===== src/rtl/muon_burst_buffer_writer.sv =====
// Muon burst buffer writer: on a masked trigger, writes one header word plus
// BURST_LEN delayed ADC sample words into a ring of NBUF DPRAM buffers.
// Full buffers are handed to the CPU and returned through a release handshake.
module muon_burst_buffer_writer #(
  parameter int NCHAN     = 4,
  parameter int ADC_WIDTH = 12,
  parameter int NTRIG     = 8,
  parameter int NBUF      = 4,
  parameter int BUF_WORDS = 2048,
  parameter int BURST_LEN = 20,
  parameter int PIPE_DLY  = 4,
  localparam int DW = 16*NCHAN,
  localparam int BW = $clog2(NBUF),
  localparam int OW = $clog2(BUF_WORDS)
) (
  input  logic                       CLK120,
  input  logic                       RESET_N,
  input  logic [NCHAN*ADC_WIDTH-1:0] ADC_IN,
  input  logic [NTRIG-1:0]           TRIG_IN,
  input  logic [NTRIG-1:0]           TRIG_MASK,
  input  logic                       ENABLE,
  input  logic                       FLUSH,
  input  logic                       RELEASE,
  input  logic [BW-1:0]              RELEASE_NUM,
  output logic                       MEM_WE,
  output logic [BW+OW-1:0]           MEM_ADDR,
  output logic [DW-1:0]              MEM_DATA,
  output logic [BW-1:0]              BUF_WNUM,
  output logic [BW-1:0]              BUF_RNUM,
  output logic [NBUF-1:0]            BUF_FULL,
  output logic [BW:0]                NUM_FULL,
  output logic                       INTR,
  output logic                       BUF_DONE,
  output logic [OW:0]                RD_WORD_COUNT,
  output logic [31:0]                RD_TAG_START,
  output logic [31:0]                RD_TAG_END,
  output logic [15:0]                DROP_COUNT
);
  localparam int AW = NCHAN*ADC_WIDTH;
  localparam int HW = (DW > 64) ? DW : 64;
  localparam int KW = 15 - ADC_WIDTH;
  localparam logic [BW:0]   NBUF_V = (BW+1)'(NBUF);
  // Offset after which another full burst no longer fits in the buffer
  localparam logic [OW:0]   LIM    = (OW+1)'(BUF_WORDS - BURST_LEN - 1);
  localparam logic [OW-1:0] LAST   = OW'(BURST_LEN - 1);

  typedef enum logic [1:0] {S_IDLE, S_HDR, S_BURST, S_CLOSE} state_t;

  state_t                   state_q, state_d;
  logic [30:0]              tag_q;
  // PIPE_DLY pre-trigger stages plus one capture stage aligned to the write cycle
  logic [PIPE_DLY:0][AW-1:0] pipe_q;
  logic [30:0]              htag_q, htag_d;
  logic [NTRIG-1:0]         htrig_q, htrig_d;
  logic [BW-1:0]            wnum_q, wnum_d, rnum_q, rnum_d;
  logic [OW:0]              off_q, off_d;
  logic [OW-1:0]            cnt_q, cnt_d;
  logic [NBUF-1:0]          full_q, full_d;
  logic [BW:0]              nfull_q, nfull_d;
  logic [15:0]              drop_q, drop_d;
  logic                     pend_q, pend_d;
  logic [OW:0]              wc_q [NBUF];
  logic [31:0]              ts_q [NBUF];
  logic [31:0]              te_q [NBUF];
  logic [OW:0]              rd_wc_q;
  logic [31:0]              rd_ts_q, rd_te_q;

  logic [NTRIG-1:0] trig_v;
  logic             hit, flush_req, rel_ok, do_close, latch_start;
  logic [HW-1:0]    hdr;
  logic [DW-1:0]    burst_word;
  logic [KW-1:0]    kb;

  assign trig_v    = TRIG_IN & TRIG_MASK;
  assign hit       = (|trig_v) && ENABLE;
  assign flush_req = FLUSH | pend_q;
  assign rel_ok    = RELEASE && (RELEASE_NUM == rnum_q) && full_q[rnum_q];
  assign kb        = KW'(cnt_q);

  // Sample word: one 16-bit slot per channel carrying the sample index and ADC value
  for (genvar c = 0; c < NCHAN; c++) begin : g_slot
    assign burst_word[c*16 +: 16] = {1'b0, kb, pipe_q[PIPE_DLY][c*ADC_WIDTH +: ADC_WIDTH]};
  end

  // Header word: time tag of the trigger cycle and the masked trigger pattern
  always_comb begin
    hdr               = '0;
    hdr[31:0]         = {1'b1, htag_q};
    hdr[63]           = 1'b1;
    hdr[32 +: NTRIG]  = htrig_q;
  end

  // Write port driven straight from registered state so reset clears it at once
  always_comb begin
    MEM_DATA = '0;
    case (state_q)
      S_HDR:   MEM_DATA = hdr[DW-1:0];
      S_BURST: MEM_DATA = burst_word;
      default: MEM_DATA = '0;
    endcase
  end

  assign MEM_WE        = (state_q == S_HDR) || (state_q == S_BURST);
  assign MEM_ADDR      = {wnum_q, off_q[OW-1:0]};
  assign BUF_WNUM      = wnum_q;
  assign BUF_RNUM      = rnum_q;
  assign BUF_FULL      = full_q;
  assign NUM_FULL      = nfull_q;
  assign INTR          = (nfull_q != '0);
  assign BUF_DONE      = (state_q == S_CLOSE);
  assign RD_WORD_COUNT = rd_wc_q;
  assign RD_TAG_START  = rd_ts_q;
  assign RD_TAG_END    = rd_te_q;
  assign DROP_COUNT    = drop_q;

  // Next-state: burst sequencing, flush latching, drop counting and buffer bookkeeping
  always_comb begin
    state_d     = state_q;
    htag_d      = htag_q;
    htrig_d     = htrig_q;
    wnum_d      = wnum_q;
    rnum_d      = rnum_q;
    off_d       = off_q;
    cnt_d       = cnt_q;
    full_d      = full_q;
    nfull_d     = nfull_q;
    drop_d      = drop_q;
    pend_d      = flush_req;
    do_close    = 1'b0;
    latch_start = 1'b0;
    case (state_q)
      S_IDLE: begin
        if (hit && nfull_q != NBUF_V) begin
          state_d     = S_HDR;
          htag_d      = tag_q;
          htrig_d     = trig_v;
          latch_start = (off_q == '0);
        end else begin
          if (hit && drop_q != 16'hFFFF) drop_d = drop_q + 16'd1;
          // A flush on an empty buffer is simply dropped
          if (flush_req) begin
            pend_d = 1'b0;
            if (off_q != '0) state_d = S_CLOSE;
          end
        end
      end
      S_HDR: begin
        off_d   = off_q + (OW+1)'(1);
        cnt_d   = '0;
        state_d = S_BURST;
      end
      S_BURST: begin
        off_d = off_q + (OW+1)'(1);
        cnt_d = cnt_q + OW'(1);
        if (cnt_q == LAST) begin
          if (off_q >= LIM || flush_req) begin
            state_d = S_CLOSE;
            pend_d  = 1'b0;
          end else begin
            state_d = S_IDLE;
          end
        end
      end
      S_CLOSE: begin
        do_close         = 1'b1;
        full_d[wnum_q]   = 1'b1;
        wnum_d           = wnum_q + BW'(1);
        off_d            = '0;
        state_d          = S_IDLE;
      end
      default: state_d = S_IDLE;
    endcase
    if (rel_ok) begin
      full_d[rnum_q] = 1'b0;
      rnum_d         = rnum_q + BW'(1);
    end
    if (do_close && !rel_ok)      nfull_d = nfull_q + (BW+1)'(1);
    else if (!do_close && rel_ok) nfull_d = nfull_q - (BW+1)'(1);
  end

  // Control state, time tag and ADC delay line
  always_ff @(posedge CLK120 or negedge RESET_N) begin
    if (!RESET_N) begin
      state_q <= S_IDLE;
      tag_q   <= '0;
      pipe_q  <= '0;
      htag_q  <= '0;
      htrig_q <= '0;
      wnum_q  <= '0;
      rnum_q  <= '0;
      off_q   <= '0;
      cnt_q   <= '0;
      full_q  <= '0;
      nfull_q <= '0;
      drop_q  <= '0;
      pend_q  <= 1'b0;
    end else begin
      state_q <= state_d;
      tag_q   <= tag_q + 31'd1;
      pipe_q  <= {pipe_q[PIPE_DLY-1:0], ADC_IN};
      htag_q  <= htag_d;
      htrig_q <= htrig_d;
      wnum_q  <= wnum_d;
      rnum_q  <= rnum_d;
      off_q   <= off_d;
      cnt_q   <= cnt_d;
      full_q  <= full_d;
      nfull_q <= nfull_d;
      drop_q  <= drop_d;
      pend_q  <= pend_d;
    end
  end

  // Per-buffer descriptors and the registered read-side view of buffer RNUM
  always_ff @(posedge CLK120 or negedge RESET_N) begin
    if (!RESET_N) begin
      for (int i = 0; i < NBUF; i++) begin
        wc_q[i] <= '0;
        ts_q[i] <= '0;
        te_q[i] <= '0;
      end
      rd_wc_q <= '0;
      rd_ts_q <= '0;
      rd_te_q <= '0;
    end else begin
      if (latch_start) ts_q[wnum_q] <= {1'b0, tag_q};
      if (do_close) begin
        wc_q[wnum_q] <= off_q;
        te_q[wnum_q] <= {1'b0, tag_q};
      end
      rd_wc_q <= wc_q[rnum_q];
      rd_ts_q <= ts_q[rnum_q];
      rd_te_q <= te_q[rnum_q];
    end
  end
endmodule


===== config.mk =====
export PLATFORM = sky130hd
export DESIGN_NAME = muon_burst_buffer_writer
export DESIGN_NICKNAME = d
export VERILOG_FILES = /design/src/rtl/muon_burst_buffer_writer.sv
export SDC_FILE = /design/constraint.sdc
export NUM_CORES = 1
export LEC_CHECK = 0
export ABC_AREA = 0
export CORE_MARGIN = 2
export CORE_UTILIZATION = 35
export CTS_CLUSTER_DIAMETER = 120
export DETAILED_ROUTE_END_ITERATION = 16
export SLEW_MARGIN = 10
export SYNTH_ARGS = -nofsm -noshare
export SYNTH_HDL_FRONTEND = slang
export SYNTH_SLANG_ARGS = --single-unit

===== constraint.sdc =====
create_clock -name CLK120 -period 2.5 [get_ports CLK120]
set_clock_uncertainty 0.15 [all_clocks]
set_input_delay 0.75 -clock CLK120 [delete_from_list [all_inputs] [get_ports CLK120]]
set_output_delay 0.75 -clock CLK120 [all_outputs]
set_load 0.005 [all_outputs]

==> run metrics <==
status complete, but fails checks; failing checks setup timing; final worst path period share 126%; hold crit path type reg2reg; top post-synthesis cells by area dfrtp_1, mux2_2, mux4_2, mux2_1, nand2_1; share of cells above drive strength 1 31.2%; Tot Pwr around 0.034 W; critical path endpoint category output port; gr usage total between 15 and 20%; final antenna-violating net count 0; Placed Instance Area between 30000 and 40000 µm²; final setup fails 65; Worst EP required around 1600 ps; CP Cell Sequence inv_2 -> buf_6 -> ha_4 -> and2_4 -> buf_12 -> buf_16 -> buf_6 -> a22o_1 -> buf_2; clk slew on worst S/H paths around 60 ps; DRC 0; RSZ-0062 raised after global routing true; post-layout net count between 2000 and 2500; synth cell count leaders dfrtp_1, nand2_1, mux2_2, mux2_1, clkbuf_1; Ys Warns 0; Critical Path Start Type register; cell area power density just under 1000 nW/µm²; ys flop type dfrtp_1; CTS tree built; kind of critical path reg2out; CTS max path bufs 3; Post-Synthesis Cells between 1500 and 2000; Max Clock Freq between 300 and 400 MHz; asr flop ratio synth between 90% and 100%; first-pass GRT wire length between 100 and 150 mm; Yosys reg bits 733; num ports about 250; initial antenna violation count 8; syn_area_per_cell between 15 and 20 µm²; post-synth top area share ~68%; CP max-delay cell dfrtp_1; beginning of the worst hold path pipe_q[97]$_DFF_PN0_; final setup margin -641 ps; DR pass1 iterations 4; DR iter-0 viols between 800 and 900; worst r2r src BUF_RNUM[1]$_DFFE_PN0P_; number of global-route vias before repair 16900; largest net degree at the start of global routing approximately 110; GP Congestion 0.787; total gr overflow 0; via count around 16000; worst-path fanout max 6; die width about 280 µm; port buffer count 250; DP HPWL approximately 42 mm; core area 77100 µm²; Worst-Margin Slew 709 ps; Post-synth EDFFs 0; Distinct cells, synth between 50 and 60; Clock Latency Late Sink 620 ps; Max-Cap Viols 0; full die area between 70000 and 80000 µm²; Num CTS Buffers 78; routed vias/inst between 4 and 5; max incr delay on CP 380 ps; r2r endpoint NUM_FULL[2]$_DFFE_PN0P_; R2R Setup Slk about 60 ps; relative slew slack roughly 53%; Root Buffer clkbuf_16; Leakage approximately 17 nW; CP arrival about 2200 ps; drt wl/cell approximately 20 µm; number of fill cells ~6900; Mapped Area 27100 µm²; height of the die between 200 and 300 µm; # H-tree levels 3; row cnt around 100; design area ~35000 µm²; Max IR drop VDD between 0.0007 and 0.0008 V; area leader, netlist dfrtp_1; Setup TNS -27610 ps; Hold EP pipe_q[145]$_DFF_PN0_; initial core utilization about a third; hold path depth 0; Post-Route WL between 60 and 70 mm; Syn-to-layout area delta 29.5%; count leader, synth dfrtp_1; min Tclk post-route 3140 ps; Crit path top cell by count buf_6; clk sinks between 700 and 800; R2R depth 12; Final Hold Fails 0; final max-slew violation count 0; register area share after synthesis 67.7%
## state kept, by name (all words and copies together) (netlist names), 48 cells and up
register    flops
pipe_q        192
te_q          124
ts_q          124
burst_word     48
wc_q           48
## placed cells by master, fill, tap and decap left out, types with 20 or more instances in the layout
cell type	n
a22o_1	25
nand4_1	21
mux2_1	122
xnor2_1	25
o21ai_0	39
nor2_1	25
nand3_1	24
buf_2	39
mux2_2	162
xor2_1	28
buf_12	38
dfrtp_1	717
buf_6	41
nand2_1	159
buf_4	119
clkdlybuf4s50_1	168
clkbuf_16	80
inv_1	20
mux4_2	74
## power breakdown
part           total [W]  switching (W)  internal, W
clock network     0.0112        0.00465      0.00655
registers         0.0136       0.000617       0.0130
logic            0.00905        0.00442      0.00463
## how the worst max path moves through the flow
| stage | startpoint | to | cells past startpoint |
|---|---|---|---|
| floorplan | state_q[0]$_DFFE_PN0P_ | MEM_DATA[0] | 6 |
| global placement | RELEASE_NUM[1] | NUM_FULL[2]$_DFFE_PN0P_ | 12 |
| detailed placement | RELEASE_NUM[1] | NUM_FULL[2]$_DFFE_PN0P_ | 12 |
| CTS | state_q[0]$_DFFE_PN0P_ | MEM_DATA[34] | 9 |
| global route | state_q[1]$_DFFE_PN0P_ | MEM_DATA[27] | 9 |
| finish | state_q[0]$_DFFE_PN0P_ | MEM_DATA[5] | 9 |
## what timing repair did
| action | 4_1_cts | 5_1_grt |
|---|---|---|
| pin swaps | 36 | 21 |
| setup buffers | 44 | 21 |
| gates cloned | 8 | 1 |
| hold buffers | 1 | 0 |
| gates resized for setup | 351 | 61 |
| hold endpoints to repair | 12 | 0 |
| endpoints found under the setup margin | 95 | 85 |
## logic make-up after synthesis
| family | after synthesis | share of synthesized area (%) |
|---|---|---|
| adder cells (fa/ha/maj) | 20 | 0.952 |
| XOR/XNOR | 53 | 1.71 |
| AO/OA/AOI/OAI | 122 | 2.98 |
| flip-flops | 733 | 67.7 |
| AND/OR/NAND/NOR | 325 | 5.78 |
| other | 1 | 0.0138 |
| buffers and inverters | 162 | 2.77 |
| multiplexers | 361 | 18.1 |
## worst max-delay path, delay by kind of cell, from the launching register on
kind	cells	cell delay [ps]
AOI/OAI and AO/OA	1	190
DFF	1	380
and+or+nand+nor	1	160
buffers and inverters	6	690
adders and majority gates	1	200
## stage by stage
step                cells  setup slack [ps]  utilization, %  hold WS, ps
floorplan            1779             -50.2               -          181
global placement     3058              -617            41.0          181
detailed placement   3058              -620            41.0          185
CTS                  3245              -734            45.2          193
global route         3263              -731            45.5          199
finish               3263              -641            45.5          194
## per-layer routing
| metal | routed length [µm] | vias to the layer above | track usage, % |
|---|---|---|---|
| met5 | 0 | - | 0 |
| met4 | 1560 | 0 | 5.33 |
| met3 | 3720 | 103 | 3.92 |
| met2 | 31700 | 364 | 27.6 |
| met1 | 29200 | 8176 | 22.8 |
| li1 | - | 6946 | - |
## layout make-up
type | instances | area [µm²] | area share [%]
Antenna cell | 2 | 5.00 | 0.0143
Clock buffer | 112 | 2280 | 6.50
Clock inverter | 22 | 208 | 0.592
Inverter | 26 | 101 | 0.289
Multi-Input combinational cell | 884 | 8320 | 23.7
Sequential cell | 733 | 18400 | 52.4
Tap cell | 1040 | 1300 | 3.71
Timing Repair Buffer | 444 | 4480 | 12.8
Power figures use the tool's default switching activity.
